--- src/rtl/irq_ctrl_if.sv ---
// CPU-side register bus for the interrupt controller: address, write data, strobes, read data.
// Latency: none, this is only a signal bundle; read data is combinational from the slave.
// Backpressure: none, the CPU is single-cycle and every access completes in its own cycle.
interface irq_ctrl_if;
    logic [15:0] addresses;
    logic [15:0] wdata;
    logic        we;
    logic        re;
    logic [15:0] rdata;

    modport master (output addresses, output wdata, output we, output re, input rdata);
    modport slave  (input addresses, input wdata, input we, input re, output rdata);
endinterface

--- src/rtl/irq_ctrl.sv ---
// Interrupt controller: 8 edge/level sources, mask, fixed priority (bit 0 highest), ack/EOI FSM.
// Latency: source to int_e is 2 edges, or 4 edges when IRQ_SYNC_EN adds a 2-flop synchronizer.
// Backpressure: none; reads are combinational and writes commit on the edge that ends the access.
module irq_ctrl #(
    parameter logic [15:0] BASE_ADDR = 16'hFFF0
) (
    input  logic        clk,
    input  logic        reset,
    input  logic [7:0]  irq_src,
    irq_ctrl_if.slave   bus,
    output logic [7:0]  int_e
);

    typedef enum logic {ST_IDLE, ST_SVC} state_t;

    state_t      state, state_nxt;
    logic [7:0]  irq_s, irq_q;
    logic [7:0]  pending, pend_nxt;
    logic [7:0]  mask, mode;
    logic [2:0]  isr_idx;
    logic        isr_load;
    logic [7:0]  int_e_nxt;
    logic [7:0]  active;
    logic        cand_vld;
    logic [2:0]  cand_idx;
    logic        sel;
    logic [1:0]  off;
    logic        wr_pend, wr_mask, wr_mode, wr_vec, rd_vec;
    logic        eoi;
    logic [7:0]  clr, rise;
    logic [15:0] vec_dat;
    logic        unused_wdata_hi;

    assign unused_wdata_hi = ^bus.wdata[15:8];

`ifdef IRQ_SYNC_EN
    logic [7:0] sync1, sync2;

    // Two-flop synchronizer so asynchronous sources can be sampled safely.
    always_ff @(posedge clk) begin
        if (reset) begin
            sync1 <= 8'h00;
            sync2 <= 8'h00;
        end else begin
            sync1 <= irq_src;
            sync2 <= sync1;
        end
    end

    assign irq_s = sync2;
`else
    assign irq_s = irq_src;
`endif

    // Register window decode; the window is 4-aligned so only the top 14 bits matter.
    assign sel     = (bus.addresses[15:2] == BASE_ADDR[15:2]);
    assign off     = bus.addresses[1:0];
    assign wr_pend = sel && bus.we && (off == 2'd0);
    assign wr_mask = sel && bus.we && (off == 2'd1);
    assign wr_mode = sel && bus.we && (off == 2'd2);
    assign wr_vec  = sel && bus.we && (off == 2'd3);
    assign rd_vec  = sel && bus.re && (off == 2'd3);

    // EOI only means something while a request is in service.
    assign eoi  = wr_vec && (state == ST_SVC);
    assign clr  = (wr_pend ? bus.wdata[7:0] : 8'h00) | (eoi ? (8'b1 << isr_idx) : 8'h00);
    assign rise = irq_s & ~irq_q;

    // Edge bits: a new rising edge beats any clear in the same cycle. Level bits follow the source.
    assign pend_nxt = (mode & (rise | (pending & ~clr))) | (~mode & irq_s);

    assign active = pending & mask;

    // Fixed priority: scanning downwards leaves the lowest active index as the winner.
    always_comb begin
        cand_vld = 1'b0;
        cand_idx = 3'd0;
        for (int i = 7; i >= 0; i--) begin
            if (active[i]) begin
                cand_vld = 1'b1;
                cand_idx = i[2:0];
            end
        end
    end

    // Service FSM next state: IDLE drives the candidate, a VEC read acknowledges, EOI returns.
    always_comb begin
        state_nxt = state;
        isr_load  = 1'b0;
        int_e_nxt = 8'h00;
        case (state)
            ST_IDLE: begin
                int_e_nxt = cand_vld ? (8'b1 << cand_idx) : 8'h00;
                if (rd_vec && cand_vld) begin
                    state_nxt = ST_SVC;
                    isr_load  = 1'b1;
                end
            end
            ST_SVC: begin
                if (wr_vec) begin
                    state_nxt = ST_IDLE;
                end
            end
            default: state_nxt = ST_IDLE;
        endcase
    end

    // Service FSM state, in-service index and the registered request to the CPU.
    always_ff @(posedge clk) begin
        if (reset) begin
            state   <= ST_IDLE;
            isr_idx <= 3'd0;
            int_e   <= 8'h00;
        end else begin
            state <= state_nxt;
            int_e <= int_e_nxt;
            if (isr_load) begin
                isr_idx <= cand_idx;
            end
        end
    end

    // Pending, sampled-source history and the software-visible configuration registers.
    always_ff @(posedge clk) begin
        if (reset) begin
            irq_q   <= 8'h00;
            pending <= 8'h00;
            mask    <= 8'h00;
            mode    <= 8'hFF;
        end else begin
            irq_q   <= irq_s;
            pending <= pend_nxt;
            if (wr_mask) begin
                mask <= bus.wdata[7:0];
            end
            if (wr_mode) begin
                mode <= bus.wdata[7:0];
            end
        end
    end

    // VEC contents: in service reports the latched index, otherwise the live candidate or zero.
    always_comb begin
        vec_dat = 16'h0000;
        if (state == ST_SVC) begin
            vec_dat = {2'b11, 11'b0, isr_idx};
        end else if (cand_vld) begin
            vec_dat = {2'b10, 11'b0, cand_idx};
        end
    end

    // Combinational read mux; zero unless the window is selected with a read strobe.
    always_comb begin
        bus.rdata = 16'h0000;
        if (sel && bus.re) begin
            case (off)
                2'd0:    bus.rdata = {8'h00, pending};
                2'd1:    bus.rdata = {8'h00, mask};
                2'd2:    bus.rdata = {8'h00, mode};
                default: bus.rdata = vec_dat;
            endcase
        end
    end

endmodule

--- src/flat_wrapper.sv ---
// flat-port wrapper written by rule: the top's interface ports become plain ports
module irq_ctrl_flat 
#(
    parameter logic [15:0] BASE_ADDR = 16'hFFF0
)
  (clk, reset, irq_src, int_e, bus_addresses, bus_wdata, bus_we, bus_re, bus_rdata);
  irq_ctrl_if bus_i ();
  input  logic clk;
  input  logic reset;
  input  logic [7:0] irq_src;
  output logic [7:0] int_e;
  input wire logic [$bits(bus_i.addresses)-1:0] bus_addresses;
  input wire logic [$bits(bus_i.wdata)-1:0] bus_wdata;
  input wire logic [$bits(bus_i.we)-1:0] bus_we;
  input wire logic [$bits(bus_i.re)-1:0] bus_re;
  output wire logic [$bits(bus_i.rdata)-1:0] bus_rdata;
  assign bus_i.addresses = bus_addresses;
  assign bus_i.wdata = bus_wdata;
  assign bus_i.we = bus_we;
  assign bus_i.re = bus_re;
  assign bus_rdata = bus_i.rdata;
  irq_ctrl #(.BASE_ADDR(BASE_ADDR)) u_core (.clk(clk), .reset(reset), .irq_src(irq_src), .bus(bus_i), .int_e(int_e));
endmodule
--- config.mk ---
export PLATFORM = sky130hd
export DESIGN_NAME = irq_ctrl_flat
export DESIGN_NICKNAME = d
export VERILOG_FILES = /design/src/rtl/irq_ctrl_if.sv /design/src/rtl/irq_ctrl.sv /design/src/flat_wrapper.sv
export SDC_FILE = /design/constraint.sdc
export NUM_CORES = 1
export LEC_CHECK = 0
export CORE_ASPECT_RATIO = 1.1
export CORE_MARGIN = 1.5
export CORE_UTILIZATION = 42
export CTS_CLUSTER_DIAMETER = 200
export CTS_CLUSTER_SIZE = 8
export DETAILED_ROUTE_END_ITERATION = 10
export GPL_TIMING_DRIVEN = 0
export HOLD_SLACK_MARGIN = 0.1
export PLACE_DENSITY = 0.77
export SLEW_MARGIN = 40
export SYNTH_ARGS = -nofsm -noshare
export SYNTH_HDL_FRONTEND = slang
export SYNTH_SLANG_ARGS = --single-unit
export TNS_END_PERCENT = 10
--- constraint.sdc ---
create_clock -name clk -period 1.85 [get_ports clk]
set_input_delay 0.37 -clock clk [delete_from_list [all_inputs] [get_ports clk]]
set_output_delay 0.37 -clock clk [all_outputs]
set_load 0.05 [all_outputs]
# Word level (Yosys, flattened, before mapping)
# Cells that the tools add are included.
# classes
n_eq_ne	4
n_shift	2
mux	26
n_bitwise	13
n_reduce_logical	11
# op_table
cell	n
$mux W16	3
$pmux W16 S3	1
$and A8 B8 Y8	5
$mux W3	8
$not A8 Y8	3
$or A8 B8 Y8	3
$mux W8	2
$shl A1 B3 Y8 const A	2
$eq A14 B14 Y1 const B	1
$mux W1	11
$logic_and A1 B1 Y1	9
$eq A2 B2 Y1 const B	2
$reduce_or A3 Y1	1
$eq A2 B1 Y1 const B	1
$logic_not A2 Y1	1
$not A1 Y1	2
$pmux W1 S2	1
# totals
reg_bits	44
input_bits	44
out_inout_bits	24
elab_cells	63

# Depth between registers and ports, before layout
# Gate-level depths: netlist of the first run.
# logic_depth
depth_word	13
depth_mapped	6
depth_no_buf	5

# Least setup slack after synthesis of the first run
# Ideal clock, no wire load.
# synth_timing
path_type	in2out
start	input port bus_addresses[3]
end	output port bus_rdata[0]
arrival_time_ns	2.544
path_slack_ns	-1.064
stages	4
path_buffers	1
cell_sequence	or3b_1 > or4_4 > buf_2 > a211oi_1
# synth_via
elab_chain_cells	3
# synth_lines
element	line_no	source
from (decl)	flat_wrapper.sv:12	input wire logic [$bits(bus_i.addresses)-1:0] bus_addresses;
$eq A14 B14 Y1	irq_ctrl.sv:56	assign sel = (bus.addresses[15:2] == BASE_ADDR[15:2]);
$logic_and A1 B1 Y1	irq_ctrl.sv:155	if (sel && bus.re) begin
$mux W16	irq_ctrl.sv:155	
to (decl)	flat_wrapper.sv:16	output wire logic [$bits(bus_i.rdata)-1:0] bus_rdata;
# Every way passes these cells.

# Worst setup path in the final report of the first run
# layout_timing
start	input port bus_addresses[2]
end	output port bus_rdata[15]
# Same word-level chain as after synthesis.

==> results of run 1 <==
==> power by group through the flow <==
stage | combinational [mW] | clock [mW] | sequential [mW]
2_1_floorplan | 0.132 | 0 | 1.01
3_3_place_gp | 0.236 | 0 | 1.02
3_5_place_dp | 0.240 | 0 | 1.02
4_1_cts | 0.244 | 0.603 | 0.996
5_1_grt | 0.278 | 0.645 | 1.00
6_report | 0.259 | 0.604 | 1.00
==> synthesized netlist by cell type, types with 2 or more instances <==
cell type  count  area, µm²
a211oi_1       3       22.5
and3_1         9       56.3
o21ai_0        3       15.0
nor2_1        31        116
or3b_1         2       17.5
mux2i_1       13        130
nand2b_1       3       18.8
clkbuf_1       9       33.8
a21oi_1       12       60.1
buf_4          6       45.0
nand3_1        5       25.0
nand4b_1       6       52.6
a31oi_1        6       37.5
mux2_2         3       33.8
nand4_1        7       43.8
a32oi_1        2       17.5
a22o_1         6       52.6
dfxtp_1       44        881
nor3_1         3       15.0
inv_1          2       7.51
buf_2          4       20.0
nor2b_1       12       75.1
o22ai_1        3       18.8
a211o_1        8       70.1
a22oi_1        4       30.0
nand2_1       25       93.8
nand3b_1       7       52.6
==> layout make-up <==
class,count,area share (%)
clock inverter,1,0.271
timing repair buffer,64,19.8
clock buffer,7,2.37
buffer,20,4.50
sequential,44,27.3
tap,58,2.25
inverter,2,0.233
multi-input combinational,193,43.3
==> state kept, by name (all words and copies together) (netlist names) <==
signal	count
u_core.mask	8
u_core.mode	8
u_core.isr_idx	3
u_core.state	1
u_core.int_e	8
u_core.pending	8
u_core.irq_q	8
==> routing by layer <==
| metal | track usage [%] | wire length, µm | vias to the layer above |
|---|---|---|---|
| met3 | 5.13 | 462 | 10 |
| li1 | - | - | 1069 |
| met1 | 30.2 | 2860 | 1076 |
| met2 | 41.4 | 3450 | 115 |
| met5 | 0 | 0 | - |
| met4 | 7.92 | 93 | 0 |
==> critical path, delay by kind of cell <==
family / cells / cell delay (ps)
compound gates: 1 / 150
simple gates: 3 / 990
buf+inv: 3 / 410
==> cells by family after synthesis <==
kind of cell           after synthesis  share of synthesized area [%]
muxes                               16                           7.52
buffers and inverters               22                           5.05
other                                1                          0.172
AOI/OAI and AO/OA                   52                           16.9
DFF                                 44                           40.4
and+or+nand+nor                    119                           29.9
==> worst paths after layout <==
path / from / end / slack, ps
setup / recovery: bus_addresses[2] / bus_rdata[15] / -440
hold / removal: u_core.irq_q[7] / u_core.pending[7] / 490
setup reg to reg: u_core.pending[3] / u_core.isr_idx[1] / 210
hold reg to reg: u_core.irq_q[7] / u_core.pending[7] / 490
==> timing repair <==
item | CTS | global route
resized for setup | 118 | 35
cloned | 1 | 0
setup endpoints to repair | 38 | 38
pin swaps | 6 | 14
setup buffers | 8 | 2
==> flow_metrics.py, run 1 <==
metrics = {
    "status": {
        "outcome": "finished, violations left",
        "violations": "DRC, setup timing",
    },
    "pwr": {
        "p_sw_mw": 0.493,
        "power_density_nw_per_um2": 577,
        "intPower_mw": 1.37,
        "power_frac_comb_pct": 13.9,
        "p_leak_nw": 1.34,
        "p_seq_share_pct": 53.7,
        "power_mw": 1.86,
        "netSwitchingFraction_pct": 26.5,
        "clkPwrFrac_pct": 32.4,
        "max-vdd-ir-drop_mv": 0.315,
    },
    "logic_synthesis": {
        "async_reset_ff_share_pct": 0,
        "yosysSeqAreaShare_pct": 40.4,
        "synth_area_um2": 2180,
        "synth-seq-cells": 44,
        "synth_ff_type": "dfxtp_1",
        "netlist_instances": 254,
        "synth_edf_count": 0,
        "yosysWarnings": 0,
        "syn_area_per_cell_um2": 8.59,
        "synth_cell_types": 43,
    },
    "timing": {
        "final-setup-viol-count": 18,
        "max_freq_ghz": 0.436,
        "final-hold-violation-count": 0,
        "rsz0062_at_grt": "true",
        "fin_crit_sh_pct": 124,
        "max-slew-margin-rel_pct": 53.9,
        "fin_tns_setup_ps": -4240,
        "setup_ws_ps": -443,
        "period_needed_ps": 2290,
        "slew_viol_final": 0,
        "worstMarginPinSlew_ps": 689,
        "fin_skew_ps": 9.17,
        "finalHoldWorstSlack_ps": 487,
    },
    "floorplan": {
        "ios": 68,
        "start_util_pct": 43.6,
        "die-area_um2": 5630,
        "fp.coreArea_um2": 5000,
        "die_h_um": 78.6,
        "die_x_um": 71.7,
        "row_count": 27,
    },
    "cells_and_area": {
        "layout_common_cells": "dfxtp_1 (44), nor2_1 (25), clkdlybuf4s50_1 (25), nand2_1 (23), buf_4 (14)",
        "stdcell_area_um2": 3230,
        "nets": 374,
        "postLayoutCoreUtil_pct": 64.5,
        "regArea_um2": 881,
        "multiInputGateArea_um2": 1400,
        "drive_above_1_share_pct": 24.2,
        "fillers": 423,
        "instances_no_fill": 389,
        "layout_commonest_cell": "dfxtp_1",
        "antenna_cells": 0,
        "area_delta_synth_final_pct": 48.0,
    },
    "setup_path": {
        "rr_worst_depth": 5,
        "criticalPathCategory": "primary input to primary output",
        "cpPeakStageDelay_ps": 550,
        "worst_path_max_delay_cell": "or4_4",
        "critPathRequiredTime_ps": 1480,
        "crit_chain": "buf_6 > or3b_1 > or4_4 > buf_12 > nor2_4 > o21a_2 > buf_8",
        "worst-path-max-fanout": 5,
        "cp.arrival_ps": 1920,
        "critPathCaptureType": "primary output",
        "startpoint_type": "primary input",
    },
    "clock_tree": {
        "htreeDepth": 2,
        "clock_latency_ps": 300,
        "cts_buffers": 5,
        "path_clk_slew_ps": 80,
        "cts.path.max_buffers": 2,
        "cts_tree": "done",
        "cts_root_buf": "clkbuf_8",
        "cts_hold_buf": 0,
        "cts_sinks": 44,
    },
    "routing": {
        "first_pass_iters": 9,
        "route.detailed.drc": 3,
        "drtAntennaViolNets": 0,
        "routed_wirelength_mm": 6.86,
        "routed_via_density": 5.84,
        "wire_per_inst_um": 17.6,
        "vias": 2270,
        "detail_route.iter0.violations": 192,
    },
    "global_routing": {
        "grt_usage_pct": 24.3,
        "antenna_found_initial": 0,
        "grt_start_max_net_pins": 14,
        "grt_overflow": 0,
        "grt_pass1_vias": 2143,
        "grt_pass1_wl_mm": 10.5,
    },
    "place": {
        "io_buffers": 53,
        "placed_cells": 370,
        "routabilityCongestion": 0.842,
        "dpl_worst_slack_ps": -1460,
        "dp_hpwl_mm": 4.48,
        "place_area_um2": 2860,
    },
    "flow_run": {
        "cap_violations": 0,
    },
    "worst_hold_path": {
        "hold_path_class": "flip-flop to flip-flop",
        "worstHoldPathCells": 3,
    },
}
No activity file was read; power rests on OpenSTA's default activity.
==> inputs of run 2 (changes only) <==
--- a/config.mk
+++ b/config.mk
@@ -14,6 +14,7 @@
 export GPL_TIMING_DRIVEN = 0
 export HOLD_SLACK_MARGIN = 0.1
 export PLACE_DENSITY = 0.77
+export SKIP_CTS_REPAIR_TIMING = 1
 export SLEW_MARGIN = 40
 export SYNTH_ARGS = -nofsm -noshare
 export SYNTH_HDL_FRONTEND = slang
==> flow_metrics.py, run 2 (synthesized netlist as in run 1, its figures left out) <==
metrics = {
    "floorplan": {
        "row_count": 27,
        "die_x_um": 71.7,
        "fp.coreArea_um2": 5000,
        "die_h_um": 78.6,
        "ios": 68,
        "die-area_um2": 5630,
        "start_util_pct": 43.6,
    },
    "place": {
        "io_buffers": 53,
        "place_area_um2": 2860,
        "dp_hpwl_mm": 4.48,
        "dpl_worst_slack_ps": -1460,
        "routabilityCongestion": 0.842,
        "placed_cells": 370,
    },
    "setup_path": {
        "critical_path.top_delay_family": "simple AND/OR/NAND/NOR gates",
        "cpPeakStageDelay_ps": 550,
        "worst_path_max_delay_cell": "or4_4",
        "critPathCaptureType": "primary output",
        "worst-path-stages": 7,
        "worst-path-max-fanout": 5,
        "rr_worst_depth": 5,
        "startpoint_type": "primary input",
        "critPathRequiredTime_ps": 1480,
        "cp.buffers_inverters": 3,
        "criticalPathCategory": "primary input to primary output",
        "cp.arrival_ps": 1940,
        "crit_chain": "buf_6 > or3b_1 > or4_4 > buf_12 > nor2_4 > o21a_2 > buf_8",
    },
    "timing": {
        "final-hold-violation-count": 0,
        "slew_viol_final": 0,
        "final-setup-viol-count": 30,
        "fin_tns_setup_ps": -9690,
        "max_freq_ghz": 0.433,
        "max-slew-margin-rel_pct": 51.6,
        "fin_skew_ps": 9.57,
        "worstMarginPinSlew_ps": 724,
        "period_needed_ps": 2310,
        "rsz0062_at_grt": "true",
        "setup_ws_ps": -462,
        "finalHoldWorstSlack_ps": 487,
        "fin_crit_sh_pct": 125,
    },
    "routing": {
        "route.detailed.drc": 3,
        "detail_route.iter0.violations": 234,
        "routed_via_density": 5.87,
        "first_pass_iters": 8,
        "drtAntennaViolNets": 0,
        "wire_per_inst_um": 17.7,
        "vias": 2266,
        "routed_wirelength_mm": 6.83,
    },
    "cells_and_area": {
        "layout_commonest_cell": "dfxtp_1",
        "fillers": 426,
        "nets": 371,
        "area_delta_synth_final_pct": 47.8,
        "antenna_cells": 0,
        "instances_no_fill": 386,
        "postLayoutCoreUtil_pct": 64.5,
        "drive_above_1_share_pct": 21.3,
        "stdcell_area_um2": 3220,
        "layout_common_cells": "dfxtp_1 (44), clkdlybuf4s50_1 (27), nor2_1 (25), nand2_1 (23)",
    },
    "clock_tree": {
        "clock_latency_ps": 310,
        "cts_buffers": 5,
        "cts.path.max_buffers": 2,
        "htreeDepth": 2,
        "cts_root_buf": "clkbuf_8",
        "cts_tree": "done",
        "path_clk_slew_ps": 80,
        "cts_sinks": 44,
    },
    "pwr": {
        "clkPwrFrac_pct": 32.3,
        "intPower_mw": 1.37,
        "power_frac_comb_pct": 13.8,
        "netSwitchingFraction_pct": 26.2,
        "power_density_nw_per_um2": 576,
        "max-vdd-ir-drop_mv": 0.314,
        "power_mw": 1.86,
        "p_leak_nw": 1.43,
        "p_seq_share_pct": 53.8,
        "p_sw_mw": 0.486,
    },
    "worst_hold_path": {
        "worstHoldPathCells": 3,
        "hold_path_class": "flip-flop to flip-flop",
    },
    "status": {
        "outcome": "finished, violations left",
        "violations": "DRC, setup timing",
    },
    "global_routing": {
        "grt_overflow": 0,
        "grt_start_max_net_pins": 14,
        "grt_usage_pct": 22.4,
        "grt_pass1_vias": 2022,
        "grt_pass1_wl_mm": 9.75,
        "antenna_found_initial": 0,
    },
    "flow_run": {
        "cap_violations": 0,
    },
}
==> run 2: cell type report <==
class | count | area [µm²] | share of cell area [%]
multi-input cells | 193 | 1370 | 42.5
clock inverters | 1 | 8.76 | 0.272
repair buffers | 62 | 667 | 20.7
flip-flops and latches | 44 | 881 | 27.3
clock buffers | 7 | 76.3 | 2.37
plain buffers | 19 | 141 | 4.39
well taps | 58 | 72.6 | 2.25
inverters | 2 | 7.51 | 0.233
==> run 2: tightest hold or removal path: stages, from the launching register on <==
cell and delay (ps):
dfxtp_1 300, nand2_1 50, nand2_1 40, o21ai_0 60
==> run 2: per-layer routing <==
| layer | global-route usage (%) | routed length [µm] | up-vias | share of wire, % |
|---|---|---|---|---|
| met2 | 40.0 | 3560 | 110 | 52 |
| met4 | 5.47 | 73 | 0 | 1.1 |
| met1 | 27.2 | 2780 | 1080 | 41 |
| li1 | - | - | 1065 | - |
| met3 | 4.75 | 421 | 11 | 6.2 |
| met5 | 0 | 0 | - | 0 |
==> run 2: path summary, 6_finish.rpt <==
check	start	end	slack, ps
setup / recovery	bus_addresses[2]	bus_rdata[15]	-460
hold reg to reg	u_core.irq_q[7]	u_core.pending[7]	490
setup reg to reg	u_core.pending[3]	u_core.isr_idx[0]	150
hold / removal	u_core.irq_q[7]	u_core.pending[7]	490
==> run 2: power groups by stage <==
stage / Combinational (mW) / Sequential (mW) / Clock [mW]
after floorplan: 0.132 / 1.01 / 0
after global placement: 0.236 / 1.02 / 0
after detailed placement: 0.240 / 1.02 / 0
after CTS: 0.240 / 0.996 / 0.603
after global routing: 0.274 / 1.00 / 0.646
final: 0.256 / 0.999 / 0.600
